## src/rtl/mem_ctrl_pkg.sv

```systemverilog
// Shared encodings for the memory access controller: request ops, RISC-V
// load/store funct3 values and the controller state encoding.
package mem_ctrl_pkg;

   localparam logic [1:0] OP_FETCH = 2'b00;
   localparam logic [1:0] OP_LOAD  = 2'b01;
   localparam logic [1:0] OP_STORE = 2'b10;

   localparam logic [2:0] F3_B  = 3'b000;
   localparam logic [2:0] F3_H  = 3'b001;
   localparam logic [2:0] F3_W  = 3'b010;
   localparam logic [2:0] F3_BU = 3'b100;
   localparam logic [2:0] F3_HU = 3'b101;

   typedef logic [2:0] state_t;

   localparam state_t S_IDLE     = 3'd0;
   localparam state_t S_READ     = 3'd1;
   localparam state_t S_RMW_READ = 3'd2;
   localparam state_t S_WRITE    = 3'd3;
   localparam state_t S_RESP     = 3'd4;

endpackage

```

## src/rtl/mem_lane_align.sv

```systemverilog
// Byte/halfword lane handling for one memory word: extracts and extends load
// data, and merges sub-word store data into the word read back from memory.
module mem_lane_align
   import mem_ctrl_pkg::*;
(
   input  logic [31:0] word,
   input  logic [1:0]  addr_lo,
   input  logic [2:0]  funct3,
   input  logic [31:0] wdata,
   output logic [31:0] load_data,
   output logic [31:0] merged
);

   logic [7:0]  lane_b;
   logic [15:0] lane_h;

   always_comb begin
      lane_b = word[{addr_lo, 3'b000} +: 8];
      lane_h = word[{addr_lo[1], 4'b0000} +: 16];

      case (funct3)
         F3_B:    load_data = {{24{lane_b[7]}}, lane_b};
         F3_BU:   load_data = {24'h0, lane_b};
         F3_H:    load_data = {{16{lane_h[15]}}, lane_h};
         F3_HU:   load_data = {16'h0, lane_h};
         default: load_data = word;
      endcase

      // Word stores replace the whole word; sub-word stores patch one lane.
      merged = word;
      case (funct3)
         F3_B:    merged[{addr_lo, 3'b000} +: 8]     = wdata[7:0];
         F3_H:    merged[{addr_lo[1], 4'b0000} +: 16] = wdata[15:0];
         default: merged = wdata;
      endcase
   end

endmodule

```

## src/rtl/mem_access_ctrl.sv

```systemverilog
// Initiator for the word-addressed core memory: one fetch/load/store at a time,
// sub-word stores done as read-modify-write, all outputs registered.
module mem_access_ctrl
   import mem_ctrl_pkg::*;
#(
   parameter int unsigned DEPTH_WORDS = 64,
   parameter int unsigned DATA_W      = 32
) (
   input  logic              clk,
   input  logic              reset,
   input  logic              req_valid,
   output logic              req_ready,
   input  logic [1:0]        req_op,
   input  logic [2:0]        req_funct3,
   input  logic [31:0]       req_addr,
   input  logic [DATA_W-1:0] req_wdata,
   output logic              resp_valid,
   output logic [DATA_W-1:0] resp_rdata,
   output logic              resp_err,
   output logic [31:0]       mem_address,
   output logic [DATA_W-1:0] mem_write_data,
   output logic              mem_read,
   output logic              mem_write,
   input  logic [DATA_W-1:0] mem_data
);

   localparam logic [31:0] ADDR_LIMIT = 32'(4 * DEPTH_WORDS);

   state_t            state_q, state_d;
   logic [2:0]        funct3_q, funct3_d;
   logic [1:0]        addr_lo_q, addr_lo_d;
   logic [DATA_W-1:0] wdata_q, wdata_d;
   logic              req_ready_q, req_ready_d;
   logic              resp_valid_q, resp_valid_d;
   logic              resp_err_q, resp_err_d;
   logic [DATA_W-1:0] resp_rdata_q, resp_rdata_d;
   logic [31:0]       mem_address_q, mem_address_d;
   logic [DATA_W-1:0] mem_write_data_q, mem_write_data_d;
   logic              mem_read_q, mem_read_d;
   logic              mem_write_q, mem_write_d;

   logic              req_bad_c;
   logic [31:0]       load_data_c;
   logic [31:0]       merged_c;

   mem_lane_align u_align (
      .word      (mem_data),
      .addr_lo   (addr_lo_q),
      .funct3    (funct3_q),
      .wdata     (wdata_q),
      .load_data (load_data_c),
      .merged    (merged_c)
   );

   // Request legality: op/funct3 encoding, natural alignment, address range.
   always_comb begin
      req_bad_c = 1'b0;
      case (req_op)
         OP_FETCH: req_bad_c = (req_addr[1:0] != 2'b00);
         OP_LOAD: begin
            case (req_funct3)
               F3_B, F3_BU: req_bad_c = 1'b0;
               F3_H, F3_HU: req_bad_c = req_addr[0];
               F3_W:        req_bad_c = (req_addr[1:0] != 2'b00);
               default:     req_bad_c = 1'b1;
            endcase
         end
         OP_STORE: begin
            case (req_funct3)
               F3_B:    req_bad_c = 1'b0;
               F3_H:    req_bad_c = req_addr[0];
               F3_W:    req_bad_c = (req_addr[1:0] != 2'b00);
               default: req_bad_c = 1'b1;
            endcase
         end
         default: req_bad_c = 1'b1;
      endcase
      if (req_addr >= ADDR_LIMIT) begin
         req_bad_c = 1'b1;
      end
   end

   always_comb begin
      state_d          = state_q;
      funct3_d         = funct3_q;
      addr_lo_d        = addr_lo_q;
      wdata_d          = wdata_q;
      resp_err_d       = resp_err_q;
      resp_rdata_d     = resp_rdata_q;
      mem_address_d    = mem_address_q;
      mem_write_data_d = mem_write_data_q;

      case (state_q)
         S_IDLE: begin
            if (req_valid && req_ready_q) begin
               // Fetches reuse the word-load lane path.
               funct3_d      = (req_op == OP_FETCH) ? F3_W : req_funct3;
               addr_lo_d     = req_addr[1:0];
               wdata_d       = req_wdata;
               mem_address_d = {2'b00, req_addr[31:2]};
               resp_rdata_d  = '0;
               resp_err_d    = 1'b0;
               if (req_bad_c) begin
                  resp_err_d = 1'b1;
                  state_d    = S_RESP;
               end else if (req_op == OP_STORE) begin
                  if (req_funct3 == F3_W) begin
                     mem_write_data_d = req_wdata;
                     state_d          = S_WRITE;
                  end else begin
                     state_d = S_RMW_READ;
                  end
               end else begin
                  state_d = S_READ;
               end
            end
         end
         S_READ: begin
            resp_rdata_d = load_data_c;
            state_d      = S_RESP;
         end
         S_RMW_READ: begin
            mem_write_data_d = merged_c;
            state_d          = S_WRITE;
         end
         S_WRITE: state_d = S_RESP;
         S_RESP:  state_d = S_IDLE;
         default: state_d = S_IDLE;
      endcase

      // Handshake and strobes are registered decodes of the next state.
      req_ready_d  = (state_d == S_IDLE);
      resp_valid_d = (state_d == S_RESP);
      mem_read_d   = (state_d == S_READ) || (state_d == S_RMW_READ);
      mem_write_d  = (state_d == S_WRITE);
   end

   always_ff @(posedge clk) begin
      if (reset) begin
         state_q          <= S_IDLE;
         funct3_q         <= '0;
         addr_lo_q        <= '0;
         wdata_q          <= '0;
         req_ready_q      <= 1'b1;
         resp_valid_q     <= 1'b0;
         resp_err_q       <= 1'b0;
         resp_rdata_q     <= '0;
         mem_address_q    <= '0;
         mem_write_data_q <= '0;
         mem_read_q       <= 1'b0;
         mem_write_q      <= 1'b0;
      end else begin
         state_q          <= state_d;
         funct3_q         <= funct3_d;
         addr_lo_q        <= addr_lo_d;
         wdata_q          <= wdata_d;
         req_ready_q      <= req_ready_d;
         resp_valid_q     <= resp_valid_d;
         resp_err_q       <= resp_err_d;
         resp_rdata_q     <= resp_rdata_d;
         mem_address_q    <= mem_address_d;
         mem_write_data_q <= mem_write_data_d;
         mem_read_q       <= mem_read_d;
         mem_write_q      <= mem_write_d;
      end
   end

   assign req_ready      = req_ready_q;
   assign resp_valid     = resp_valid_q;
   assign resp_err       = resp_err_q;
   assign resp_rdata     = resp_rdata_q;
   assign mem_address    = mem_address_q;
   assign mem_write_data = mem_write_data_q;
   assign mem_read       = mem_read_q;
   assign mem_write      = mem_write_q;

endmodule

```

## config.mk

```make
export PLATFORM = sky130hd
export DESIGN_NAME = mem_access_ctrl
export DESIGN_NICKNAME = d
export VERILOG_FILES = /design/src/rtl/mem_ctrl_pkg.sv /design/src/rtl/mem_lane_align.sv /design/src/rtl/mem_access_ctrl.sv
export SDC_FILE = /design/constraint.sdc
export NUM_CORES = 1
export LEC_CHECK = 0
export CAP_MARGIN = 15
export CORE_MARGIN = 2
export CORE_UTILIZATION = 30
export CTS_BUF_LIST = sky130_fd_sc_hd__clkbuf_8
export DETAILED_ROUTE_END_ITERATION = 10
export PLACE_DENSITY_LB_ADDON = 0.25
export SETUP_SLACK_MARGIN = 0.1
export SLEW_MARGIN = 25
export SYNTH_ARGS = -nofsm -noshare
export SYNTH_HDL_FRONTEND = slang
export SYNTH_SLANG_ARGS = --single-unit
```

## constraint.sdc

```tcl
create_clock -name clk -period 5.3 [get_ports clk]
set_input_delay 0.795 -clock clk [delete_from_list [all_inputs] [get_ports clk]]
set_output_delay 0.795 -clock clk [all_outputs]
set_load 0.005 [all_outputs]
```

Yosys cells after proc, flatten, opt, wreduce, memory -nomap -nowiden
Index checks and enable logic that the tools add are counted.
- add/sub/neg operators: 2
- $mul: 0
- div/mod/pow operators: 0
- $lt $le $gt $ge: 1
- equal/unequal tests: 20
- shifts and indexed selects: 6
- multiplexer cells: 22
- bitwise logic cells: 0
- reductions and logical operators: 16
- operators by type and width (cell ; number):
    case mux 32 bit (2 select lines) ; 3
    2-to-1 mux 32 bit ; 5
    case mux 32 bit (4 select lines) ; 1
    bitwise mux 32 bit ; 2
    greater-or-equal comparator 32 x 9 -> 1 bit (second input constant) ; 1
    variable shift 16 x 7 -> 32 bit (first input constant) ; 1
    variable shift 8 x 7 -> 32 bit (first input constant) ; 1
    indexed part select 16 x 7 -> 32 bit ; 1
    indexed part select 32 x 6 -> 16 bit ; 1
    indexed part select 32 x 6 -> 8 bit ; 1
    indexed part select 8 x 7 -> 32 bit ; 1
    == test 3 x 2 -> 1 bit (second input constant) ; 5
    == test 3 bit (second input constant) ; 5
    negation 5 -> 7 bit ; 2
    == test 3 x 1 -> 1 bit (second input constant) ; 4
    zero test 3 bit ; 4
    2-to-1 mux 3 bit ; 4
    case mux 1 bit (3 select lines) ; 3
    case mux 3 bit (3 select lines) ; 1
    inequality test 2 bit (second input constant) ; 4
    nonzero test 2 bit ; 3
    OR reduction 2 bit ; 3
    AND reduction 5 bit ; 1
    AND reduction 2 bit ; 2
    6 further kinds ; 8
- bits in registers: 139
- bits in latches: 0
- bits in writable memories: 0
- bits in read-only memories: 0
- input port bits: 104
- output and inout bits: 101
- logic and storage cells: 79
- memories kept: 0

Logic depth before layout (Yosys ltp)
- depth in word-level cells: 10
- mapped depth: 11
- depth with buffers taken out: 7

Hierarchy
Synthesis repeated with hierarchy kept, for this count alone.
- cell total of the unflattened synthesis: 976
- area total of the unflattened synthesis: 7243.2 sq um
- modules (own cells, without submodules) (module ; times used ; cells an instance ; area an instance (sq um) ; sequential area each (sq um)):
    mem_access_ctrl ; 1 ; 678 ; 5408.9 ; 2782.7
    mem_lane_align ; 1 ; 298 ; 1834.3 ; 0.0

Least setup slack after synthesis
Ideal clock, no wire load.
- path kind: flip-flop to flip-flop
- start: register addr_lo_q[1]
- end: register mem_write_data_q[24] (netlist: mem_write_data[24])
- setup time: 72 ps
- data arrival time: 2760 ps
- data required time: 5228 ps
- setup slack: 2468 ps
- cell stages (with the launch flop): 12
- clock period less this slack: 2832 ps
- cell sequence: dfxtp_1 > clkbuf_1 > buf_2 > buf_2 > inv_1 > ha_1 > nor4bb_1 > clkbuf_1 > a22o_1 > a221oi_1 > or4_1 > mux2i_1
- longest elaborated chain between the ends: 5
- elaborated cells between the ends (all ways): 10
- those cells by class: add/sub: 2; shift: 4; mux: 4
- RTL lines (element ; RTL line ; RTL):
    from (decl) ; mem_access_ctrl.sv:31 ; logic [1:0] addr_lo_q, addr_lo_d;
    from (signal assigned) ; mem_access_ctrl.sv:155 ; addr_lo_q <= addr_lo_d;
    negation 5 -> 7 bit (on tied branches) ; mem_lane_align.sv:33, mem_lane_align.sv:32 ;
    indexed part select 16 x 7 -> 32 bit (tied with other cells) ; mem_lane_align.sv:33 ; F3_H: merged[{addr_lo[1], 4'b0000} +: 16] = wdata[15:0];
    bitwise mux 32 bit (on tied branches) ; mem_lane_align.sv:33, mem_lane_align.sv:32 ;
    case mux 32 bit (2 select lines) * ; mem_lane_align.sv:31 ; case (funct3)
    case mux 32 bit (2 select lines) * ; mem_access_ctrl.sv:93 ; case (state_q)
    to (signal assigned) ; mem_access_ctrl.sv:162 ; mem_write_data_q <= mem_write_data_d;
    to (decl) ; mem_access_ctrl.sv:38 ; logic [DATA_W-1:0] mem_write_data_q, mem_write_data_d;
Mark *: on every way between the ends. The rest lies on a longest branch, timed or not.
A chain may end at the register's enable or synchronous reset.

Worst setup path in the final report
- start: register addr_lo_q[0]
- end: register mem_write_data_q[26] (netlist: mem_write_data[26])
- longest elaborated chain between the ends: 5
- elaborated cells between the ends (all ways): 6
- those cells by class: add/sub: 1; shift: 2; mux: 3
- RTL lines (element ; RTL line ; RTL):
    negation 5 -> 7 bit * ; mem_lane_align.sv:32 ; F3_B: merged[{addr_lo, 3'b000} +: 8] = wdata[7:0];
    indexed part select 8 x 7 -> 32 bit or variable shift 8 x 7 -> 32 bit (tied branches) ; mem_lane_align.sv:32 ;
    bitwise mux 32 bit * ; mem_lane_align.sv:32 ;
    case mux 32 bit (2 select lines) * ; mem_lane_align.sv:31 ;
    case mux 32 bit (2 select lines) * ; mem_access_ctrl.sv:93 ;
Marked as above.

==> impl_metrics.yaml <==
run_status:
  status: "completed"
yosys:
  yosysTopAreaCell: "dfxtp_1"
  postSynth.asyncResetShare_pct: 0
  ys_seq_area_share_pct: 40.4
  synthMuxAreaShare_pct: 7.72
  synth_edf_count: 0
  syn_area_sq_um: 6890
  netlist_instances: 865
  synthTopCellsByArea: "dfxtp_1, nand2_1, a21oi_1"
  synth_fa_ha_area_share_pct: 0.909
  avgSynthCellArea_sq_um: 7.96
  ys_top_cells_by_count: "nand2_1, dfxtp_1, a21oi_1"
  synth_compound_area_share_pct: 22.0
  yosys_warnings: 0
  synthSimpleGateAreaFrac_pct: 23.8
  yosysMostFrequentCell: "nand2_1"
  ys_types: 49
  ys_seq_elements: 139
  ys.flop_type: "dfxtp_1"
  synth_xor_area_share_pct: 0
  synth_top_family_by_area: "simple AND/OR/NAND/NOR gates"
  synth_top_area_share_pct: 40.4
floorplan:
  ios: 205
  coreArea_sq_um: 22600
  row_count: 55
  die_area_sq_um: 24200
  initial_utilization_pct: 30.5
  die_h_um: 155
  die_x_um: 155
sta:
  whs_ns: 0.452
  hold_viol: 0
  rsz0062_at_grt: "false"
  setup_viol: 0
  worst_pin_slew_ns: 0.890
  fmax_ghz: 0.314
  clock_skew_ns: 0.0160
  period_share_pct: 60.0
  drv_slew: 0
  fin_crit_ns: 3.18
  maxSlewHeadroom_pct: 40.2
  setup_tns_ns: 0
clocking:
  clk_pin_slew_ns: 0.09
  post_cts_buffers: 0
  cts_tree: "done"
  worstSkewPairLatency_ns: 0.46
  clkSinkCount: 139
  cts_buffer_depth: 2
  cts_resized: 0
  htreeDepth: 4
  holdBufCountCts: 0
  cts_buffers: 17
  cts-root-buf: "clkbuf_8"
grt:
  grt_pass1_wl_um: 38900
  grtUsageMet1_pct: 28.1
  grt_pass1_vias: 6632
  use_met3_pct: 7.05
  grt.overflow.total: 0
  antenna_found_initial: 0
  busiest_layer: "met2"
  grt_max_degree: 71
  use_met2_pct: 31.6
  track_usage_pct: 20.6
finish:
  final_core_util_pct: 42.2
  multi_input_comb_area_sq_um: 3790
  final_nets: 1135
  insertedDiodeCount: 0
  fill_cells: 2286
  drive_gt1_share_pct: 7.51
  areaGrowthSynthToFinish_pct: 38.5
  seqCellArea_sq_um: 2780
  final_area_sq_um: 9530
placement:
  placed_area_sq_um: 9110
  gp_congestion: 0.870
  io_buffer_count: 202
  dp_hpwl_um: 18200
critical_path:
  arrival_ns: 3.57
  critPathRequiredTime_ns: 5.69
  cp-start-kind: "flip-flop"
  critPathKind: "flip-flop to flip-flop"
  cp-end-kind: "flip-flop"
  cp_max_fo: 14
run:
  maxCapViolations: 0
detailed_routing:
  route.detailed.drc: 0
  drt_first_pass_iters: 5
  vias: 7105
  drtIter0Drc: 608
  wl_per_cell_um: 19.2
  wl_um: 25400
  ant_nets: 0
  viasPerCell: 5.37
pwr:
  powerDensity_nw_per_um2: 257
  ir_drop_uv: 169
  leakagePower_nw: 3.40
hold_path:
  hp-class: "flip-flop to flip-flop"
[flip-flops by register name, indices dropped and copies added, names as in the netlist, 2 cells and up]
register,count
mem_address,30
wdata_q,32
state_q,3
addr_lo_q,2
resp_rdata,32
mem_write_data,32
funct3_q,3
[metrics by stage]
stage	power [mW]	instances	setup slack [ns]
floorplan	1.36	866	2.47
global placement	1.57	1290	1.81
detailed placement	1.57	1291	1.88
CTS	2.46	1323	2.13
global route	2.56	1324	1.81
finish	2.45	1324	2.12
[cell families (layout without fill, tap and decap cells)]
| kind of cell | Yosys count | after routing |
|---|---|---|
| AND/OR/NAND/NOR | 349 | 349 |
| buffers and inverters | 88 | 261 |
| AO/OA/AOI/OAI | 241 | 241 |
| other | 1 | 2 |
| multiplexers | 42 | 42 |
| adder cells (fa/ha/maj) | 5 | 5 |
| flip-flops | 139 | 139 |
[metal layers]
| metal | vias to the layer above | wire [um] |
|---|---|---|
| met3 | 29 | 2670 |
| met2 | 335 | 11100 |
| met1 | 3340 | 11300 |
| li1 | 3401 | - |
| met4 | 0 | 357 |
| met5 | - | 0 |
[cell type report]
| type | count | area share, % |
|---|---|---|
| inverters | 14 | 0.551 |
| clock inverters | 15 | 1.73 |
| multi-input cells | 639 | 39.7 |
| well taps | 285 | 3.74 |
| clock buffers | 17 | 2.45 |
| flip-flops and latches | 139 | 29.2 |
| repair buffers | 215 | 22.6 |
[placed cells by master (no fill, tap or decap), types with 3 or more instances in the layout]
master           netlist  routed
o211ai_1               8       8
mux2i_1               25      25
nor2_1                37      36
a22o_1                17      17
clkinv_4               0       3
nand4_1               19      19
o21ai_0               40      40
mux2_2                 9       9
dfxtp_1              139     139
nor3_1                15      15
nor4_1                 7       7
inv_1                 14      15
ha_1                   5       5
o22ai_1                9       9
o2bb2ai_1              7       7
or2_2                  3       3
nand2b_1              29      28
a221oi_1              17      17
a31oi_1                8       8
clkinvlp_4             0       3
a311o_1                8       8
clkbuf_8               0      17
nand2_1              190     190
nor2b_1                5       4
clkdlybuf4s50_1        0     201
inv_6                  0       6
mux4_2                 8       8
buf_4                  3      12
a221o_1                8       8
a21oi_1              111     111
or4_1                  9       9
nand3_1               19      19
[worst paths after layout]
kind / cells past startpoint / slack (ns) / startpoint / to
setup / recovery: 7 / 2.12 / addr_lo_q[0] / mem_write_data[26]
hold / removal: 2 / 0.45 / resp_rdata[22] / resp_rdata[22]
setup reg to reg: 7 / 2.12 / addr_lo_q[0] / mem_write_data[26]
hold reg to reg: 2 / 0.45 / resp_rdata[22] / resp_rdata[22]
[worst max-delay path, cell delays in order, from the launching register on]
cell and delay (ns):
dfxtp_1 0.74, inv_1 0.22, ha_1 0.39, nor4bb_2 0.76
a22o_1 0.23, a221oi_1 0.09, or4_1 0.54, mux2i_1 0.14
[where the power goes]
group	leakage (nW)	internal (mW)	switching, mW
logic	2.08	0.197	0.236
clock network	0.196	0.427	0.467
registers	1.13	1.08	0.0382
total	3.40	1.71	0.741
Power figures use the tool's default switching activity.
